[src/rtl/mmio_port_responder.sv]
`default_nettype none
// ============================================================================
// Module   : mmio_port_responder
// Brief    : Memory-mapped I/O responder on the processor data bus. Decodes a
//            32-byte register window. Stores to TXDATA go into an output FIFO
//            that drains over a valid/ready port. PortIn is synchronized and
//            change-flagged. Status and port data are returned on loads.
//            Optional macro IO_IRQ_EN adds the CTRL register and a
//            registered interrupt output.
// Revision : 1.0 - initial release
// ============================================================================
module mmio_port_responder #(
    parameter logic [31:0] BASE_ADDR  = 32'h1001_0000,
    parameter int          FIFO_DEPTH = 4,
    parameter int          CNT_W      = 3
) (
    input  logic        clk,
    input  logic        reset,
    input  logic [31:0] Address,
    input  logic [31:0] WriteData,
    input  logic        MemWrite,
    input  logic        MemRead,
    output logic [31:0] ReadData,
    output logic        Hit,
    input  logic [7:0]  PortIn,
    output logic [31:0] OutData,
    output logic        OutValid,
    input  logic        OutReady,
    output logic        Irq
);

    localparam int PTR_W = CNT_W - 1;

    localparam logic [2:0] c_SEL_TXDATA  = 3'd0;
    localparam logic [2:0] c_SEL_STATUS  = 3'd1;
    localparam logic [2:0] c_SEL_PORTIN  = 3'd2;
    localparam logic [2:0] c_SEL_LASTOUT = 3'd3;
`ifdef IO_IRQ_EN
    localparam logic [2:0] c_SEL_CTRL    = 3'd4;
`endif

    logic [31:0]      r_mem [FIFO_DEPTH];
    logic [PTR_W-1:0] r_wrPtr;
    logic [PTR_W-1:0] r_rdPtr;
    logic [CNT_W-1:0] r_count;
    logic [31:0]      r_lastOut;
    logic             r_overflow;
    logic             r_inChanged;
    logic [7:0]       r_sync1;
    logic [7:0]       r_sync2;
    logic [7:0]       r_prev;

    logic [2:0]  w_sel;
    logic        w_wrTx;
    logic        w_wrStatus;
    logic        w_full;
    logic        w_empty;
    logic        w_push;
    logic        w_pop;
    logic [3:0]  w_cntField;
    logic [31:0] w_status;
    logic [31:0] w_ctrlRead;

    // Address decode and FIFO handshake qualifiers
    always_comb begin
        Hit        = (Address[31:5] == BASE_ADDR[31:5]) && (Address[1:0] == 2'b00);
        w_sel      = Address[4:2];
        w_wrTx     = MemWrite && Hit && (w_sel == c_SEL_TXDATA);
        w_wrStatus = MemWrite && Hit && (w_sel == c_SEL_STATUS);
        w_full     = (r_count == CNT_W'(FIFO_DEPTH));
        w_empty    = (r_count == '0);
        // Fullness is judged before the edge, so a same-cycle pop never makes
        // room for a push into a full FIFO.
        w_push     = w_wrTx && !w_full;
        w_pop      = !w_empty && OutReady;
        OutValid   = !w_empty;
        OutData    = w_empty ? 32'd0 : r_mem[r_rdPtr];
        w_cntField = 4'(r_count);
        w_status   = {24'd0, w_cntField, r_overflow, r_inChanged, w_empty, w_full};
    end

    // FIFO storage; no reset needed because OutData is gated while empty
    always_ff @(posedge clk) begin
        if (w_push) begin
            r_mem[r_wrPtr] <= WriteData;
        end
    end

    // FIFO pointers, occupancy, last popped word and overflow flag
    always_ff @(posedge clk) begin
        if (reset) begin
            r_wrPtr    <= '0;
            r_rdPtr    <= '0;
            r_count    <= '0;
            r_lastOut  <= 32'd0;
            r_overflow <= 1'b0;
        end else begin
            if (w_push) begin
                r_wrPtr <= r_wrPtr + PTR_W'(1);
            end
            if (w_pop) begin
                r_rdPtr   <= r_rdPtr + PTR_W'(1);
                r_lastOut <= OutData;
            end
            case ({w_push, w_pop})
                2'b10:   r_count <= r_count + CNT_W'(1);
                2'b01:   r_count <= r_count - CNT_W'(1);
                default: r_count <= r_count;
            endcase
            // A new overflow event takes priority over a simultaneous clear
            if (w_wrTx && w_full) begin
                r_overflow <= 1'b1;
            end else if (w_wrStatus && WriteData[3]) begin
                r_overflow <= 1'b0;
            end
        end
    end

    // Input synchronizer, previous-sample register and change flag
    always_ff @(posedge clk) begin
        if (reset) begin
            r_sync1     <= 8'd0;
            r_sync2     <= 8'd0;
            r_prev      <= 8'd0;
            r_inChanged <= 1'b0;
        end else begin
            r_sync1 <= PortIn;
            r_sync2 <= r_sync1;
            r_prev  <= r_sync2;
            if (r_sync2 != r_prev) begin
                r_inChanged <= 1'b1;
            end else if (w_wrStatus && WriteData[2]) begin
                r_inChanged <= 1'b0;
            end
        end
    end

`ifdef IO_IRQ_EN
    logic [1:0] r_ctrl;
    logic       r_irq;
    logic       w_wrCtrl;

    // CTRL write strobe and readback value
    always_comb begin
        w_wrCtrl   = MemWrite && Hit && (w_sel == c_SEL_CTRL);
        w_ctrlRead = {30'd0, r_ctrl};
        Irq        = r_irq;
    end

    // CTRL register and registered interrupt request
    always_ff @(posedge clk) begin
        if (reset) begin
            r_ctrl <= 2'b00;
            r_irq  <= 1'b0;
        end else begin
            if (w_wrCtrl) begin
                r_ctrl <= WriteData[1:0];
            end
            r_irq <= (r_ctrl[0] && r_inChanged) || (r_ctrl[1] && w_empty);
        end
    end
`else
    // Without the interrupt option CTRL is reserved and Irq is inactive
    always_comb begin
        w_ctrlRead = 32'd0;
        Irq        = 1'b0;
    end
`endif

    // Combinational load data; zero unless a decoded load is in progress
    always_comb begin
        ReadData = 32'd0;
        if (MemRead && Hit) begin
            case (w_sel)
                c_SEL_STATUS:  ReadData = w_status;
                c_SEL_PORTIN:  ReadData = {24'd0, r_sync2};
                c_SEL_LASTOUT: ReadData = r_lastOut;
`ifdef IO_IRQ_EN
                c_SEL_CTRL:    ReadData = w_ctrlRead;
`endif
                default:       ReadData = 32'd0;
            endcase
        end
    end

endmodule
`default_nettype wire

[config.mk]
export PLATFORM = sky130hd
export DESIGN_NAME = mmio_port_responder
export DESIGN_NICKNAME = d
export VERILOG_FILES = /design/src/rtl/mmio_port_responder.sv
export SDC_FILE = /design/constraint.sdc
export NUM_CORES = 1
export LEC_CHECK = 0
export ABC_AREA = 1
export CAP_MARGIN = 20
export CORE_UTILIZATION = 45
export CTS_CLUSTER_DIAMETER = 100
export DETAILED_ROUTE_END_ITERATION = 7
export HOLD_SLACK_MARGIN = 0.03
export PLACE_DENSITY = 0.82
export SLEW_MARGIN = 5
export SYNTH_ARGS = -nofsm -noshare
export SYNTH_HDL_FRONTEND = slang
export SYNTH_SLANG_ARGS = --single-unit
[constraint.sdc]
create_clock -name clk -period 3.7 [get_ports clk]
set_input_delay 0.74 -clock clk [delete_from_list [all_inputs] [get_ports clk]]
set_output_delay 0.74 -clock clk [all_outputs]
set_load 0.02 [all_outputs]
Word-level counts from Yosys, hierarchy flattened

Memory sizes are Yosys's and may differ from the RTL's. A register that Yosys moved wholly into a read port is not among the register bits.
Index checks and enable logic that the tools add are counted.

Input bits: 77
Memory bits (writable): 128
Memories kept: 1
Logic and storage cells: 52
Flip-flop bits (word level): 65
Output and inout bits: 67

Eq/ne operators: 8
Muxes and demuxes: 12
Add/subtract/negate cells: 4
Reduce and logical (&&, ||, !) cells: 18

Memories:

| memory | depth | bits a word | rd ports | clocked after Yosys merged registers in | wr ports | RTL line | RTL |
|---|---|---|---|---|---|---|---|
| r_mem  | 4     | 32          | 1        | 1                                       | 1        | 42       | `logic [31:0] r_mem [FIFO_DEPTH];` |

Operators by type and width:

| operator                                          | count |
|---|---|
| case mux 32 bit (3 select lines)                  | 1 |
| 2-to-1 mux 32 bit                                 | 2 |
| == test 27 x 24 -> 1 bit (second input constant)  | 1 |
| logical AND 1 bit                                 | 10 |
| != test 8 bit                                     | 1 |
| == test 3 x 2 -> 1 bit (second input constant)    | 2 |
| logical NOT 3 bit                                 | 2 |
| 2-to-1 mux 1 bit                                  | 6 |
| case mux 3 bit (2 select lines)                   | 1 |
| nonzero test 2 bit                                | 3 |
| adder 2 x 1 -> 2 bit (second input constant)      | 2 |
| 2-to-1 mux 2 bit                                  | 2 |
| adder 3 x 1 -> 3 bit (second input constant)      | 1 |
| == test 3 x 1 -> 1 bit (second input constant)    | 1 |
| == test 3 bit (second input constant)             | 1 |
| subtractor 3 x 1 -> 3 bit (second input constant) | 1 |
| == test 2 x 1 -> 1 bit (second input constant)    | 1 |
| == test 2 bit (second input constant)             | 1 |
| logical NOT 1 bit                                 | 2 |
| logical NOT 2 bit                                 | 1 |

Longest topological paths before layout

Depth in word-level cells: 7
Mapped depth: 15
Depth with buffers taken out: 15

Least setup slack after synthesis

No wires, ideal clock.

Path kind: input to register
From: input port Address[27]
To: memory r_mem[0][0], enable pin
Setup time: 421 ps
Setup slack: 447 ps
Path buffers: 0
Arrival time: 2832 ps
Data required time: 3279 ps
Stages: 9
Path through: inv_1 -> nand2_1 -> nor2_1 -> nand2_1 -> nor2_1 -> nand2_1 -> nor2_1 -> nand3_1 -> nor2_1

Word-level cells in the longest chain between the ends: 7

Ends and longest elaborated chain:

| item                                   | RTL line | RTL |
|---|---|---|
| from (decl)                            | 19       | `input logic [31:0] Address,` |
| == test 27 x 24 -> 1 bit               | 66       | `Hit = (Address[31:5] == BASE_ADDR[31:5]) && (Address[1:0] == 2'b00);` |
| logical AND 1 bit                      | 66       |  |
| logical AND 1 bit (2 in a row)         | 68       | `w_wrTx = MemWrite && Hit && (w_sel == c_SEL_TXDATA);` |
| logical AND 1 bit                      | 74       | `w_push = w_wrTx && !w_full;` |
| 2-to-1 mux 1 bit                       | 84       | `if (w_push) begin` |
| 2-to-1 mux 1 bit (implied by the code) | 85       | `r_mem[r_wrPtr] <= WriteData;` |
| to (decl)                              | 42       |  |

Every way passes these cells.

Worst setup path after layout

From: input port Address[28]
To: output port ReadData[17]

Word-level cells in the longest chain between the ends: 4

Ends and longest elaborated chain:

| item                     | RTL line | RTL |
|---|---|---|
| == test 27 x 24 -> 1 bit | 66       |  |
| logical AND 1 bit        | 66       |  |
| logical AND 1 bit        | 173      | `if (MemRead && Hit) begin` |
| 2-to-1 mux 32 bit        | 173      |  |
| to (decl)                | 23       | `output logic [31:0] ReadData,` |

Every way passes these cells.

==> results.md <==
- Psw: 1.25 mW
- IO Pins: 144
- GR Overflow Total: 0
- Seq/Total Area, Yosys: 65.3%
- Row count: 48
- Worst setup path class: primary input to output port
- Place WS: 0.115 ns
- Layout Skew: 0.0137 ns
- CP Cell Sequence: clkdlybuf4s50_1, nand2_1, nor2_1, nand2_1, nor2_1, nand2_1, inv_1, nand2_1, buf_12, nor2_1, clkdlybuf4s50_1
- Multi-input logic area: 2320 um2
- Inserted Clock Buffers: 17
- Drc violations: 0
- Clock power frac: 34.4%
- First-pass GRT wire length: 29.3 mm
- Fill cells: 1,370
- Worst Max-Slew Pin Slew: 0.682 ns
- Placed cell area: 9660 um2
- Nets@finish: 996
- PD cells: 480 nW/um2
- Number of global-route vias before repair: 5,703
- Worst EP required: 2.96 ns
- Routed Antenna Nets: 0
- Layout cells sized above 1: 6.59%
- Outcome: complete, no violations
- Final worst setup slack: 0.201 ns
- Flops & latches, synth: 195
- Hold/Removal Path Class: flip-flop to flip-flop
- Critical path's top delay family: buffers and inverters
- Storage element area: 5190 um2
- Pint: 3.64 mW
- Setup TNS: 0 ns
- Clock H-tree levels: 4
- Logic pwr share: 15.8%
- Die Y: 135 um
- Synth-to-Final Area Change: 28.6%
- Iter 0 DRT Violations: 519
- Arrival time at the worst endpoint: 2.76 ns
- N_diodes: 0
- Core area: 17,200 um2
- Max frequency: 286 MHz
- Synth Instances: 775
- Final core utilization: 59.2%
- Crit path buf inv count: 4
- Part of the power in registers: 49.8%
- Final wirelength: 18.8 mm
- Distinct cells, synth: 31
- Relative slew slack: 54.5%
- Clock sink count: 195
- Worst setup SP type: primary input
- GRT Overall Usage: 21.4%
- Final setup violation count: 0
- PortBufs: 142
- Final period util: 94.6%
- CTS clock-pin slew for the worst setup and hold paths: 0.06 ns
- Final min period: 3.50 ns
- Placer Congestion: 0.802
- Setup bufs post-CTS: 0
- CP endpoint kind: output port
- Slowest CP cell: clkdlybuf4s50_1
- Max cap viols: 0
- Sw Ratio: 25.6%
- Yosys warnings: 0
- Post-route cell area: 10,200 um2
- Initial antenna violation count: 0
- Vias: 5,934
- Crit-path most repeated cell: nand2_1
- Initial Util: 46.1%
- Avg Cell Area, Syn: 10.2 um2
- P_leak: 3.69 nW
- Worst-path fanout max: 24
- Clock Tree Root: clkbuf_16
- Syn Std Cell Area: 7940 um2
- CTS tree: yes
- Clock Latency Late Sink: 0.44 ns
- Power consumption: 4.90 mW
- Die ar.: 18,200 um2
- Mapped Nets: 858
- WL per Instance: 16.4 um
- Die X: 135 um
- Vias per std cell: 5.16
- Final Hold Vio Count: 0
- Worst vdd ir: 0.424 mV
- Pin count of the biggest net entering global routing: 66
- CP max stage delay: 0.62 ns
- First-pass DRT Iterations: 5
- HPWL Detailed: 12.5 mm
- Final-report max-slew violation count: 0
- Clock Tree Buf Depth: 2
[worst reg2reg max path, delay by kind of cell, from the launching register on]
| kind | cells | cell delay (ns) |
|---|---|---|
| adders and majority gates | 2 | 0.55 |
| and+or+nand+nor | 2 | 0.43 |
| AOI/OAI and AO/OA | 4 | 0.51 |
| DFF | 1 | 0.36 |
| buffers and inverters | 2 | 0.22 |
[repair_timing]
action                                  4_1_cts  5_1_grt
endpoints found under the setup margin        0        8
hold buffers                                  0        0
gates resized for setup                       0        2
[final cells by class]
| class | instances | share of cell area (%) |
|---|---|---|
| inverter | 68 | 2.50 |
| tap | 225 | 2.76 |
| clock inverter | 11 | 0.870 |
| timing repair buffer | 162 | 15.9 |
| sequential | 195 | 50.8 |
| multi-input combinational | 469 | 22.8 |
| clock buffer | 20 | 4.38 |
[through the flow]
stage                     hold slack, ns  cells
after detailed placement           0.393   1119
after global routing               0.410   1150
final                              0.395   1150
after global placement             0.393   1119
after floorplan                    0.388    775
after CTS                          0.402   1150
[synth_stat cells]
cell type / n / area share [%]
a21oi_1: 78 / 4.9
a221oi_1: 1 / 0.11
a22oi_1: 3 / 0.28
a32o_1: 32 / 4.0
and3_1: 1 / 0.079
buf_1: 2 / 0.095
buf_2: 9 / 0.57
buf_4: 1 / 0.095
buf_6: 5 / 0.71
clkbuf_1: 26 / 1.2
conb_1: 1 / 0.047
dfxtp_1: 67 / 17
edfxtp_1: 128 / 48
fa_1: 1 / 0.25
ha_1: 5 / 0.79
inv_1: 65 / 3.1
inv_2: 3 / 0.14
nand2_1: 154 / 7.3
nand2_2: 1 / 0.079
nand3_1: 8 / 0.50
nand3b_1: 1 / 0.095
nand4_1: 6 / 0.47
nor2_1: 124 / 5.9
nor3_1: 1 / 0.063
nor3_4: 1 / 0.20
o21ai_0: 27 / 1.7
o21ai_1: 10 / 0.63
o21bai_1: 1 / 0.095
o22ai_1: 4 / 0.32
or2_2: 1 / 0.079
xnor2_1: 8 / 0.88
[cells in the final DEF (no fill, tap or decap), types with 4 or more instances in the layout]
| cell type | count |
|---|---|
| a21oi_1 | 78 |
| a32o_1 | 32 |
| buf_12 | 4 |
| buf_4 | 16 |
| clkbuf_16 | 17 |
| clkdlybuf4s50_1 | 141 |
| dfxtp_1 | 65 |
| edfxtp_1 | 128 |
| ha_1 | 5 |
| inv_1 | 65 |
| nand2_1 | 154 |
| nand3_1 | 7 |
| nand4_1 | 6 |
| nor2_1 | 119 |
| nor2_4 | 4 |
| o21ai_0 | 27 |
| o21ai_1 | 10 |
| o22ai_1 | 4 |
| xnor2_1 | 8 |
[logic make-up (layout without fill, tap and decap cells)]
group                    count (synthesis)  count (layout)  synth area share [%]
adder cells (fa/ha/maj)                  6               6                  1.04
flip-flops                             195             195                  65.3
XOR/XNOR                                 8               8                 0.883
other                                    1               1                0.0472
AO/OA/AOI/OAI                          156             156                  12.1
AND/OR/NAND/NOR                        298             298                  14.7
buffers and inverters                  111             261                  5.91
[state kept, by name, summed over array words and instances, names as in the netlist, 2 cells and up, named ones only]
register / flops
r_mem: 128
r_lastOut: 32
r_count: 3
r_prev: 8
r_wrPtr: 2
r_sync2: 8
r_sync1: 8
r_rdPtr: 2
[final timing paths]
path / from / endpoint / slack, ns / cells past startpoint
hold / removal: r_sync1[4] / r_sync2[4] / 0.40 / 2
hold reg to reg: r_sync1[4] / r_sync2[4] / 0.40 / 2
setup reg to reg: r_count[0] / r_count[2] / 1.51 / 10
setup / recovery: Address[28] / ReadData[17] / 0.20 / 11
[routing by layer]
metal / GRT usage [%] / wire length (um)
met1: 25.6 / 7660
met2: 37.6 / 9820
met3: 4.43 / 968
met4: 8.68 / 359
met5: 0 / 0
[power groups by stage]
stage                     clock [mW]  sequential (mW)  combinational [mW]
final                           1.68             2.44               0.773
after CTS                       1.70             2.44               0.776
after detailed placement           0             2.49               0.769
after floorplan                    0             2.47               0.453
after global routing            1.78             2.45               0.843
after global placement             0             2.48               0.751
Power figures use the tool's default switching activity.
